[config.mk]
export PLATFORM = sky130hd
export DESIGN_NAME = pipelined_adder
export DESIGN_NICKNAME = d
export VERILOG_FILES = /design/src/rtl/pipelined_adder.sv
export SDC_FILE = /design/constraint.sdc
export NUM_CORES = 1
export LEC_CHECK = 0
export CORE_MARGIN = 2
export CORE_UTILIZATION = 59
export CTS_CLUSTER_SIZE = 14
export DETAILED_ROUTE_END_ITERATION = 10
export PLACE_DENSITY = 0.93
export SLEW_MARGIN = 20
export SYNTH_ARGS = -nofsm -noshare
export SYNTH_HDL_FRONTEND = slang
export SYNTH_SLANG_ARGS = --single-unit
[constraint.sdc]
create_clock -name clk -period 5.6 [get_ports clk]
set_clock_uncertainty 0.05 [all_clocks]
set_input_delay 1.12 -clock clk [delete_from_list [all_inputs] [get_ports clk]]
set_output_delay 1.12 -clock clk [all_outputs]
set_load 0.03 [all_outputs]
[src/rtl/pipelined_adder.sv]
// pipelined_adder: WIDTH-bit ripple-carry add split into STAGES registered chunks,
// valid/ready on both sides, global stall. Define OVERFLOW_EN to add signed-overflow output V.

module pipelined_adder_chunk #(
  parameter int CHUNK = 4
) (
  input  logic [CHUNK-1:0] a,
  input  logic [CHUNK-1:0] b,
  input  logic             ci,
  output logic [CHUNK-1:0] s,
  output logic             co
);
  assign {co, s} = {1'b0, a} + {1'b0, b} + {{CHUNK{1'b0}}, ci};
endmodule

module pipelined_adder #(
  parameter int WIDTH  = 16,
  parameter int STAGES = 4
) (
  input  logic             clk,
  input  logic             rst,
  input  logic             in_valid,
  output logic             in_ready,
  input  logic [WIDTH-1:0] A,
  input  logic [WIDTH-1:0] B,
  input  logic             C_in,
  output logic             out_valid,
  input  logic             out_ready,
  output logic [WIDTH-1:0] S,
  output logic             C_out
`ifdef OVERFLOW_EN
  ,
  output logic             V
`endif
);
  localparam int CHUNK = WIDTH / STAGES;

  logic            advance;
  logic [STAGES:0] vld_pipe;

  // One stall signal freezes every stage; in_ready is the only comb path from out_ready.
  assign advance     = !out_valid || out_ready;
  assign in_ready    = advance;
  assign vld_pipe[0] = in_valid;
  assign out_valid   = vld_pipe[STAGES];

  always_ff @(posedge clk or posedge rst) begin
    if (rst)          vld_pipe[STAGES:1] <= '0;
    else if (advance) vld_pipe[STAGES:1] <= vld_pipe[STAGES-1:0];
  end

  for (genvar k = 0; k < STAGES; k++) begin : g_stage
    localparam int LO = k * CHUNK;
    localparam int HI = LO + CHUNK;

    logic [CHUNK-1:0] a_c, b_c, s_c;
    logic             ci, co;
    logic [HI-1:0]    s_nx, s_q;
    logic             c_q;

    if (k == 0) begin : g_src
      assign a_c  = A[CHUNK-1:0];
      assign b_c  = B[CHUNK-1:0];
      assign ci   = C_in;
      assign s_nx = s_c;
    end else begin : g_src
      assign a_c  = g_stage[k-1].g_ops.a_q[CHUNK-1:0];
      assign b_c  = g_stage[k-1].g_ops.b_q[CHUNK-1:0];
      assign ci   = g_stage[k-1].c_q;
      assign s_nx = {s_c, g_stage[k-1].s_q};
    end

    pipelined_adder_chunk #(.CHUNK(CHUNK)) u_chunk (
      .a  (a_c),
      .b  (b_c),
      .ci (ci),
      .s  (s_c),
      .co (co)
    );

    always_ff @(posedge clk or posedge rst) begin
      if (rst) begin
        s_q <= '0;
        c_q <= 1'b0;
      end else if (advance) begin
        s_q <= s_nx;
        c_q <= co;
      end
    end

    // Operand skew: only the not-yet-consumed upper chunks travel forward.
    if (k < STAGES - 1) begin : g_ops
      localparam int REM = WIDTH - HI;
      logic [REM-1:0] a_rem, b_rem, a_q, b_q;

      if (k == 0) begin : g_rem
        assign a_rem = A[WIDTH-1:HI];
        assign b_rem = B[WIDTH-1:HI];
      end else begin : g_rem
        assign a_rem = g_stage[k-1].g_ops.a_q[REM+CHUNK-1:CHUNK];
        assign b_rem = g_stage[k-1].g_ops.b_q[REM+CHUNK-1:CHUNK];
      end

      always_ff @(posedge clk or posedge rst) begin
        if (rst) begin
          a_q <= '0;
          b_q <= '0;
        end else if (advance) begin
          a_q <= a_rem;
          b_q <= b_rem;
        end
      end
    end
  end

  assign S     = g_stage[STAGES-1].s_q;
  assign C_out = g_stage[STAGES-1].c_q;

`ifdef OVERFLOW_EN
  // Operand sign bits ride the skew registers up to the last chunk, where V is resolved.
  logic a_msb, b_msb, s_msb, v_q;

  assign a_msb = g_stage[STAGES-1].a_c[CHUNK-1];
  assign b_msb = g_stage[STAGES-1].b_c[CHUNK-1];
  assign s_msb = g_stage[STAGES-1].s_c[CHUNK-1];

  always_ff @(posedge clk or posedge rst) begin
    if (rst)          v_q <= 1'b0;
    else if (advance) v_q <= (a_msb == b_msb) && (s_msb != a_msb);
  end

  assign V = v_q;
`endif
endmodule
==> metrics.txt <==
final sum of negative setup slack=0 ps; arrival time of the worst setup path=approximately 2400 ps; WP data required=around 4400 ps; Post-CTS Resized=0; pwr dens=555 nW/um2; hold bufs inserted after CTS=0; Tightest Hold Check Type=register to register; global-route wire length before repair=between 10000 and 15000 um; die extent in x=slightly below 90 um; I/O pins=between 50 and 60; global route overflow=0; setup repair after global routing missed its margin=false; startpoint class of the critical path=input port; CORE AREA=slightly below 7000 um2; buffers added on ports=55; count of mapped cells out of synthesis=between 400 and 500; wire length per cell after detailed routing=between 10 and 15 um; number of synthesized flops with an enable pin=0; sequential cell area fraction in the yosys report=58.2%; residual DRC count=0; post-layout util=71.9%; vias in the first global route=2860; net count after synthesis=499; First-pass DRT Iterations=5; library cell used as clock root buffer=sky130_fd_sc_hd__clkbuf_8; number of warning messages in the yosys log=0; Post-layout nets=about 550; maximum buffer depth of the clock tree=2; Reg clk slew, reported paths=~80 ps; Final Critical Period=roughly 3600 ps; maximum number of pins on one net before global-route repair=105; sum of routed wire length over all layers=just under 8000 um; library cells used by synthesis=24; Synth area leader=sky130_fd_sc_hd__dfrtp_1; ant diodes=0; number of core rows=30; number of buffers added for setup after CTS=0; post-synthesis average cell area=between 9 and 10 um2; max cap viols=0; final setup violation count=0; Routed Antenna Nets=0; netlist area before placement=slightly above 4000 um2; worst IR drop on VDD=around 0.34 mV; final HPWL from detailed placement=between 4000 and 5000 um; area growth from synthesis to layout=18.4%; Routability Congestion=around 0.78; highest clock rate=roughly 280 MHz; GRT Util Overall=a little under a quarter; fraction of layout instances using a drive strength above 1=approximately 3.9%; Vias=roughly 3000; top cells by area in the synthesized netlist=sky130_fd_sc_hd__dfrtp_1 (58%), sky130_fd_sc_hd__nand2_1 (21%), sky130_fd_sc_hd__fa_1 (3.9%), sky130_fd_sc_hd__ha_1 (3.6%), sky130_fd_sc_hd__buf_6 (1.9%); leakage power of the design=0.00250 uW; number of antenna violations at the first check in global routing=0; effective utilization at floorplan=60.7%; maximum level of the CTS H-tree=3; Critical Setup Path Class=input port to output pin; height of the die=around 90 um; maximum net fanout on the critical path=2; TritonCTS clock tree=built; vias per cell=5.05; First DRT Iteration DRCs=~260; Pins Over Slew Limit=0; result of the run=finished, final reports clean; number of endpoints with negative hold slack in the final report=0; area of the die=7680 um2; Final period util=a little under two thirds; cts bufs inserted=9; Clk Latency, worst-skew pair=around 360 ps; async set or reset register ratio after synthesis=between 90% and 100%; worst slew margin relative to its limit=36.5%; share of Yosys cell area claimed by the top area cell type=58.2%; Worst Max-Slew Pin Slew=roughly 950 ps; nature of the critical path endpoint=output pin; most used standard cell by instance count after synthesis=sky130_fd_sc_hd__nand2_1; clk sink count=between 90 and 100; commonest cells in the synthesized netlist=sky130_fd_sc_hd__nand2_1 (228), sky130_fd_sc_hd__dfrtp_1 (96), sky130_fd_sc_hd__o21ai_0 (15); number of storage elements in the synthesis netlist=96; top_reg_cell synth=sky130_fd_sc_hd__dfrtp_1
==> final cells by class <==
type	instances	area (um2)
flip-flops and latches	96	2400
fillers	461	1910
multi-input cells	310	1520
repair buffers	57	566
clock buffers	12	155
well taps	96	120
clock inverters	3	65.1
inverters	15	61.3
==> layout by cell type, fill, tap and decap left out, types with 2 or more instances in the layout <==
cell type	instances
sky130_fd_sc_hd__dfrtp_1	96
sky130_fd_sc_hd__clkbuf_8	11
sky130_fd_sc_hd__o21a_1	2
sky130_fd_sc_hd__nor2b_1	4
sky130_fd_sc_hd__ha_1	12
sky130_fd_sc_hd__a21oi_1	12
sky130_fd_sc_hd__bufinv_16	2
sky130_fd_sc_hd__inv_1	13
sky130_fd_sc_hd__o21ai_0	15
sky130_fd_sc_hd__buf_4	2
sky130_fd_sc_hd__nand2_1	228
sky130_fd_sc_hd__clkdlybuf4s50_1	55
sky130_fd_sc_hd__o21ai_1	4
sky130_fd_sc_hd__xor2_1	4
sky130_fd_sc_hd__fa_1	8
sky130_fd_sc_hd__a21o_1	4
sky130_fd_sc_hd__nor2_1	11
==> logic make-up (layout without fill, tap and decap cells) <==
kind of cell	Yosys count	in the layout	share of synthesized area, %
AO/OA/AOI/OAI	39	39	5.22
buffers and inverters	36	87	5.00
XOR/XNOR	5	5	1.06
flip-flops	96	96	58.2
AND/OR/NAND/NOR	246	246	23.0
adder cells (fa/ha/maj)	20	20	7.52
==> worst max-delay path, cell delays in order <==
cell and delay [ps]:
sky130_fd_sc_hd__clkdlybuf4s50_1 500, sky130_fd_sc_hd__nor2b_4 70, sky130_fd_sc_hd__inv_2 50, sky130_fd_sc_hd__clkdlybuf4s50_1 660
==> report_power, final <==
| part | switching [uW] | internal, uW |
|---|---|---|
| logic | 633 | 421 |
| clock network | 225 | 273 |
| registers | 164 | 993 |
==> registers in the layout, indices dropped and copies added, names as in the netlist <==
register / cells
vld_pipe: 3
out_valid: 1
C_out: 1
g_stage.g_ops.b_q: 24
g_stage.s_q: 24
g_stage.g_ops.a_q: 24
g_stage.c_q: 3
S: 16
==> layer usage <==
metal | share of wire (%) | GRT usage, %
met3 | 4.5 | 4.81
met4 | 2.7 | 11.2
met1 | 44 | 29.8
met5 | 0 | 0
met2 | 49 | 36.7
==> worst paths after layout <==
kind,from,to,slack [ps],cells past startpoint
setup reg to reg,g_stage[1].g_ops.a_q[0],g_stage[2].c_q,3680,6
hold reg to reg,S[7],S[7],420,2
max in group asynchronous,rst,S[5],3710,2
hold / removal,S[7],S[7],420,2
min in group asynchronous,rst,S[1],1240,2
setup / recovery,out_ready,in_ready,2030,4
==> per-stage QoR <==
step | hold slack (ps) | area (um2) | setup slack (ps) | instances | power (uW)
5_1_grt | 441 | 4890 | 2000 | 589 | 2910
2_1_floorplan | 380 | 4130 | 1920 | 442 | 1890
3_3_place_gp | 398 | 4660 | 2020 | 574 | 2120
4_1_cts | 424 | 4880 | 2020 | 589 | 2720
3_5_place_dp | 406 | 4660 | 2020 | 574 | 2200
6_report | 420 | 4890 | 2030 | 589 | 2710
(Power assumes the default switching activity.)
